**src/rtl/bus_arbiter_pkg.sv**
```systemverilog
// Memory bus definitions shared by the two-master arbiter front end.
// Size codes, FSM states and read-data masking live here.
package bus_arbiter_pkg;

  localparam logic [2:0] BHW_WORD = 3'b100;
  localparam logic [2:0] BHW_HALF = 3'b010;
  localparam logic [2:0] BHW_BYTE = 3'b001;
  localparam logic [2:0] BHW_NONE = 3'b000;

  typedef enum logic [2:0] {
    ST_IDLE,
    ST_ISSUE,
    ST_WAIT,
    ST_RESP,
    ST_ERR
  } arb_state_t;

  function automatic logic bhw_legal(input logic [2:0] bhw);
    return (bhw == BHW_WORD) || (bhw == BHW_HALF) || (bhw == BHW_BYTE);
  endfunction

  // memory_top leaves the upper bytes of sub-word reads undefined
  function automatic logic [31:0] mask_read(input logic [31:0] data, input logic [2:0] bhw);
    logic [31:0] masked;
    case (bhw)
      BHW_BYTE: masked = {24'h0, data[7:0]};
      BHW_HALF: masked = {16'h0, data[15:0]};
      default:  masked = data;
    endcase
    return masked;
  endfunction

endpackage

```
**src/rtl/bus_arbiter_rr.sv**
```systemverilog
// Two-way round-robin arbiter; remembers which port was granted last.
// last_ls resets high so the instruction port wins the first tie.
module rr_arbiter2 (
  input  logic clk,
  input  logic rst,
  input  logic req_if,
  input  logic req_ls,
  input  logic advance,
  output logic grant_valid,
  output logic grant_ls
);

  logic last_ls;

  always_comb begin
    grant_valid = req_if | req_ls;
    grant_ls    = req_ls & (~req_if | ~last_ls);
  end

  always_ff @(posedge clk or posedge rst) begin
    if (rst) begin
      last_ls <= 1'b1;
    end else if (advance && grant_valid) begin
      last_ls <= grant_ls;
    end
  end

endmodule

```
**src/rtl/bus_arbiter.sv**
```systemverilog
// Front end sharing memory_top between instruction fetch and load/store.
// One transaction at a time: grant, one-cycle strobe, wait, respond.
module bus_arbiter
  import bus_arbiter_pkg::*;
#(
  parameter int WATCHDOG_W = 16
) (
  input  logic        i_clk,
  input  logic        i_rst,
  input  logic        i_if_req,
  input  logic [31:0] i_if_address,
  output logic [31:0] o_if_data,
  output logic        o_if_done,
  input  logic        i_ls_req,
  input  logic [31:0] i_ls_address,
  input  logic [31:0] i_ls_data,
  input  logic [2:0]  i_ls_bhw,
  input  logic        i_ls_write,
  output logic [31:0] o_ls_data,
  output logic        o_ls_done,
  output logic        o_ls_err,
  output logic [31:0] o_bus_address,
  output logic [31:0] o_bus_data,
  output logic [2:0]  o_bhw,
  output logic        o_write_notread,
  output logic        o_bus_DV,
  input  logic [31:0] i_bus_data,
  input  logic        i_bus_DV,
  output logic        o_timeout
);

  localparam logic [WATCHDOG_W-1:0] WD_MAX = '1;
  localparam logic [WATCHDOG_W-1:0] WD_ONE = {{(WATCHDOG_W-1){1'b0}}, 1'b1};

  arb_state_t state, next_state;

  logic [31:0]           addr_q, wdata_q, rdata_q;
  logic [2:0]            bhw_q, grant_bhw;
  logic                  write_q, owner_ls_q;
  logic [WATCHDOG_W-1:0] watchdog, watchdog_inc;
  logic                  timeout_q;
  logic                  grant_valid, grant_ls, in_idle;

  assign in_idle = (state == ST_IDLE);

  rr_arbiter2 u_rr (
    .clk         (i_clk),
    .rst         (i_rst),
    .req_if      (i_if_req),
    .req_ls      (i_ls_req),
    .advance     (in_idle),
    .grant_valid (grant_valid),
    .grant_ls    (grant_ls)
  );

  assign grant_bhw    = grant_ls ? i_ls_bhw : BHW_WORD;
  assign watchdog_inc = watchdog + WD_ONE;

  always_ff @(posedge i_clk or posedge i_rst) begin
    if (i_rst) begin
      state <= ST_IDLE;
    end else begin
      state <= next_state;
    end
  end

  always_comb begin
    next_state = state;
    o_bus_DV   = 1'b0;
    o_if_done  = 1'b0;
    o_ls_done  = 1'b0;
    o_ls_err   = 1'b0;
    o_if_data  = 32'h0;
    o_ls_data  = 32'h0;
    case (state)
      ST_IDLE: begin
        if (grant_valid) begin
          next_state = bhw_legal(grant_bhw) ? ST_ISSUE : ST_ERR;
        end
      end
      ST_ISSUE: begin
        o_bus_DV   = 1'b1;
        next_state = ST_WAIT;
      end
      ST_WAIT: begin
        if (i_bus_DV) begin
          next_state = ST_RESP;
        end
      end
      ST_RESP: begin
        if (owner_ls_q) begin
          o_ls_done = 1'b1;
          o_ls_data = rdata_q;
        end else begin
          o_if_done = 1'b1;
          o_if_data = rdata_q;
        end
        next_state = ST_IDLE;
      end
      ST_ERR: begin
        o_ls_done  = 1'b1;
        o_ls_err   = 1'b1;
        next_state = ST_IDLE;
      end
      default: next_state = ST_IDLE;
    endcase
  end

  // Request fields are captured once at grant so the bus stays stable while waiting
  always_ff @(posedge i_clk or posedge i_rst) begin
    if (i_rst) begin
      addr_q     <= 32'h0;
      wdata_q    <= 32'h0;
      bhw_q      <= BHW_NONE;
      write_q    <= 1'b0;
      owner_ls_q <= 1'b0;
      rdata_q    <= 32'h0;
    end else begin
      if (in_idle && grant_valid) begin
        addr_q     <= grant_ls ? i_ls_address : i_if_address;
        wdata_q    <= grant_ls ? i_ls_data : 32'h0;
        bhw_q      <= grant_bhw;
        write_q    <= grant_ls & i_ls_write;
        owner_ls_q <= grant_ls;
      end
      if (state == ST_WAIT && i_bus_DV) begin
        rdata_q <= mask_read(i_bus_data, bhw_q);
      end
    end
  end

  // memory_top cannot be aborted, so saturation only raises a sticky flag
  always_ff @(posedge i_clk or posedge i_rst) begin
    if (i_rst) begin
      watchdog  <= '0;
      timeout_q <= 1'b0;
    end else if (state == ST_WAIT) begin
      if (watchdog != WD_MAX) begin
        watchdog <= watchdog_inc;
        if (watchdog_inc == WD_MAX) begin
          timeout_q <= 1'b1;
        end
      end
    end else begin
      watchdog <= '0;
    end
  end

  assign o_bus_address   = addr_q;
  assign o_bus_data      = wdata_q;
  assign o_bhw           = bhw_q;
  assign o_write_notread = write_q;
  assign o_timeout       = timeout_q;

endmodule

```
**config.mk**
```make
export PLATFORM = sky130hd
export DESIGN_NAME = bus_arbiter
export DESIGN_NICKNAME = d
export VERILOG_FILES = /design/src/rtl/bus_arbiter_pkg.sv /design/src/rtl/bus_arbiter_rr.sv /design/src/rtl/bus_arbiter.sv
export SDC_FILE = /design/constraint.sdc
export NUM_CORES = 1
export LEC_CHECK = 0
export CAP_MARGIN = 40
export CORE_ASPECT_RATIO = 1.75
export CORE_MARGIN = 10
export CORE_UTILIZATION = 35
export CTS_BUF_LIST = sky130_fd_sc_hd__clkbuf_8
export CTS_CLUSTER_DIAMETER = 150
export DETAILED_ROUTE_END_ITERATION = 8
export GPL_TIMING_DRIVEN = 0
export PLACE_DENSITY = 0.75
export SYNTH_ARGS = -nofsm -noshare
export SYNTH_HDL_FRONTEND = slang
export SYNTH_HIERARCHICAL = 1
export SYNTH_SLANG_ARGS = --single-unit
```
**constraint.sdc**
```tcl
create_clock -name i_clk -period 5.7 [get_ports i_clk]
set_input_delay 1.71 -clock i_clk [delete_from_list [all_inputs] [get_ports i_clk]]
set_output_delay 1.71 -clock i_clk [all_outputs]
set_load 0.05 [all_outputs]
```
# After elaboration in Yosys (flattened, before gate mapping)
# Index checks and enable logic that the tools add are counted.
# totals
latchBits	0
register_bits	122
rom_bits	0
inputBits	137
n_memories	0
mem_bits_rw	0
# op_classes
n_addsub	1
n_eq_ne	14
magnitude_cmp	0
shifts	0
bitwise	6
mux	20
n_reduce_logical	7
div	0
multipliers	0
# op_table
operator	count
32-bit 2-to-1 mux	6
32-bit case mux with 2 select lines	1
16-bit 2-to-1 mux	2
16-bit by 1-bit adder with 16-bit output, second input constant	1
16-bit equality test, second input constant	1
16-bit != test, second input constant	1
3-bit by 2-bit equality test with 1-bit output, second input constant	4
3-bit 2-to-1 mux	4
3-bit by 1-bit equality test with 1-bit output, second input constant	3
3-bit case mux with 3 select lines	1
3-bit equality test, second input constant	2
1-bit 2-to-1 mux	5
2-bit != test, second input constant	2
3-bit logical NOT	1
3-bit AND reduction	1
1-bit bitwise AND	2
1-bit logical AND	2
1-bit logical OR	2
2-bit by 1-bit != test with 1-bit output, second input constant	1
1-bit inverter	2
1-bit OR	2
1-bit case mux with 2 select lines	1
2-bit AND reduction	1

# Longest topological paths before layout
# depth
depth_word	10
depth_mapped	7

# Cells and area by module
# Netlist, hierarchy kept.
# modules_own_cells
mod	area_each_um2	instances	cells_per_inst
bus_arbiter	5795.6	1	598
rr_arbiter2	55.1	1	6

# Worst setup path before layout
# No wires, ideal clock.
# synth_timing
path_type	register -> output
start	register state[0]
end	output o_ls_done
path_slack_ns	1.908
stages_incl_launch_ff	3
arrival_ns	2.082
path_cell_list	dfrtp_1 -> nor3b_1 -> or2_2
# synth_via
elab_chain_len	2
word_cells_on_any_way	3
classes_between	2 x eq/ne; 1 x mux
# synth_lines
element	line	rtl
start, declared	bus_arbiter.sv:35	arb_state_t state, next_state;
start signal, assigned	bus_arbiter.sv:63	state <= next_state;
3-bit equality test or 3-bit by 2-bit equality test with 1-bit output (tied branches)	bus_arbiter.sv:75	case (state)
1-bit case mux with 2 select lines (*)	bus_arbiter.sv:75	
end, declared	bus_arbiter.sv:20	output logic o_ls_done,
# Every way passes the cells marked *; elsewhere a longest branch is shown, timed or not.

# Worst setup path in the final report
# layout_timing
start	register state[2]
end	output o_ls_data[13]
# layout_via
elab_chain_len	2
# layout_lines
element	line	rtl
3-bit by 2-bit equality test with 1-bit output	bus_arbiter.sv:75	
32-bit 2-to-1 mux	bus_arbiter.sv:75	
end, declared	bus_arbiter.sv:19	output logic [31:0] o_ls_data,
# Every way passes these cells.

==> metrics <==
status complete, no violations; CP arrival 2.67 ns; Die Wd 117.7 microns; Synth cell types 51; largest net degree at the start of global routing slightly below 90; router iterations before antenna repair 4; worst vdd ir between 0.2 and 0.3 mV; H-tree Lvls 4; synthesized area per cell 9.686 sq um; final setup violation count 0; Antenna Nets Post-Route 0; Reg clk slew, reported paths roughly 0.070 ns; Syn Inst Count approximately 600; share of flip-flops with an asynchronous set or reset 100.0%; routability congestion estimate about 0.91; most common cell after layout, fill and taps aside clkdlybuf4s50_1; Post-CTS Setup Bufs 0; crit-path cells and4b_1 > clkbuf_1 > and2_1 > clkdlybuf4s50_1; Worst setup EP type output pin; worst min path class flip-flop to flip-flop; First DRT Iteration DRCs 200; post_cts resized 0; synth warn 6; via count ~5400; detailed placement HPWL 16.50 mm; vias in the first global route 5668; startpoint types flip-flop; Overall Power 4.576 mW; RSZ-0062 raised after global routing no; number of flops mapped to enable cells by yosys 0; wire length per cell ~18 microns; Crit Path Max Fanout 10; Worst slew margin between 50% and 60%; cts hold-fix bufs 0; P&R area growth vs syn 58.49%; Layout Utilization between 50% and 60%; # IOs 274; synthesized cell area 5851 sq um; Core Area ~16000 sq um; Seq cells post-synth 122; Clock Latency Late Sink between 0.4 and 0.5 ns; total CTS buffers 17; Primary FF master, synth dfrtp_1; Max clock buf depth 2; Max Slew Vio Count 0; first-pass GRT wire length approximately 32 mm; Initial Utilization 35.58%; IO buf count 273; Via density ~4.8; fraction of layout cells with a size suffix above 1 under 10%; Final Hold Fails 0; P per Cell Area a little under 500 nW/um^2; NumNets Final between 1000 and 1500; clock sink total 122; GRT overflow 0; total die area about 22000 sq um; max_cap viols 0; initial antenna violation count 0; syn_nets 743; crit-path max cell delay 0.82 ns; Setup CP Type flip-flop to output pin; GRT Overall Usage a little under a fifth; Root Driver clkbuf_8; clk_skew approximately 0.016 ns; fillers ~1500; # DRC 0; Critical Path RT around 4 ns; worst-margin pin slew between 0.7 and 0.8 ns; Leakage 3.914 nW; Final Cycle Share 76.83%; max frequency 228.4 MHz; sequential fraction of the synthesis area a little over half; Total Wirelength 20.76 mm; # rows between 60 and 70; Slowest-stage cell, CP clkdlybuf4s50_1; Tmin final about 4.4 ns; Die Span Y between 150 and 200 microns; CTS tree built; commonest non-fill, non-tap cells in the layout 273 x clkdlybuf4s50_1, 137 x nand2_1, 121 x dfrtp_1
## power breakdown
group | switching, mW | total, mW | internal, mW
sequential | 0.217 | 1.42 | 1.20
clock | 0.355 | 0.747 | 0.392
combinational | 1.60 | 2.41 | 0.809
total | 2.17 | 4.58 | 2.40
## cell families after synthesis
kind of cell,Yosys count,synth area share [%]
buffers and inverters,49,3.828
XOR/XNOR,14,2.096
AND/OR/NAND/NOR,250,21.45
AO/OA/AOI/OAI,124,12.45
adder cells (fa/ha/maj),2,0.4276
flip-flops,122,52.20
multiplexers,43,7.549
## per-layer routing
layer	global-route usage (%)	up-vias	wire length (microns)
li1	-	2624	-
met1	18.70	2576	7519
met2	32.60	212	11100
met3	5.318	37	1322
met4	9.312	0	818
met5	0	-	0
## critical path: cells and delay by family, from the launching register on
family                 cells  cell delay (ns)
AND/OR/NAND/NOR            2             0.61
buffers and inverters      2             1.20
flip-flops                 1             0.44
## layout make-up
class	count	area, sq um	area share, %
diodes	1	2.502	0.02699
plain buffers	45	209.0	2.253
clock buffers	18	247.7	2.672
clock inverters	12	126.4	1.363
inverters	4	20.02	0.2159
multi-input cells	433	2572	27.74
flip-flops and latches	122	3054	32.94
well taps	224	280.3	3.023
repair buffers	274	2760	29.77
## through the flow
step	setup slack, ns	TNS, ns	area [sq um]	hold slack, ns	instances
after floorplan	0.7758	0	5851	0.4552	604
after detailed placement	1.752	0	8896	0.4582	1102
after global routing	1.186	0	9270	0.4999	1132
final	1.321	0	9273	0.4768	1133
after CTS	1.288	0	9270	0.4780	1132
after global placement	-1.106	-133.14	8864	0.4571	1101
## state kept, by name, indices dropped and copies added (netlist names)
signal           cells
owner_ls_q           1
state                3
watchdog            16
o_bhw                3
o_bus_data          32
o_bus_address       32
rdata_q             32
u_rr/last_ls         1
o_timeout            1
o_write_notread      1
## path summary, 6_finish.rpt
path,startpoint,end,slack (ns),depth (start not counted)
max in group asynchronous,i_rst,o_bus_data[10],3.32,3
hold reg to reg,o_bus_address[5],o_bus_address[5],0.48,2
setup / recovery,state[2],o_ls_data[13],1.32,4
setup reg to reg,watchdog[0],o_timeout,3.69,6
min in group asynchronous,i_rst,o_bus_address[0],1.66,2
hold / removal,o_bus_address[5],o_bus_address[5],0.48,2
## synth_stat cells, drive strengths merged, types with 2 or more instances
cell	n	area (sq um)
mux2	9	101.4
xnor2	6	52.55
buf	15	96.34
nand4	4	40.04
nor3	3	20.02
a22o	16	140.1
xor2	8	70.07
nand3	4	20.02
o21ai	79	395.4
nor2	10	40.04
or2	4	25.02
nand2	137	514.2
a31oi	3	18.77
clkbuf	30	112.6
and4	6	57.55
dfrtp	121	3028
nor3b	5	37.54
and2	66	414.2
ha	2	25.02
inv	4	15.01
mux2i	34	340.3
and3	4	25.02
a21oi	12	60.06
o211ai	2	15.01
o21bai	2	15.01
Power figures use the tool's default switching activity.
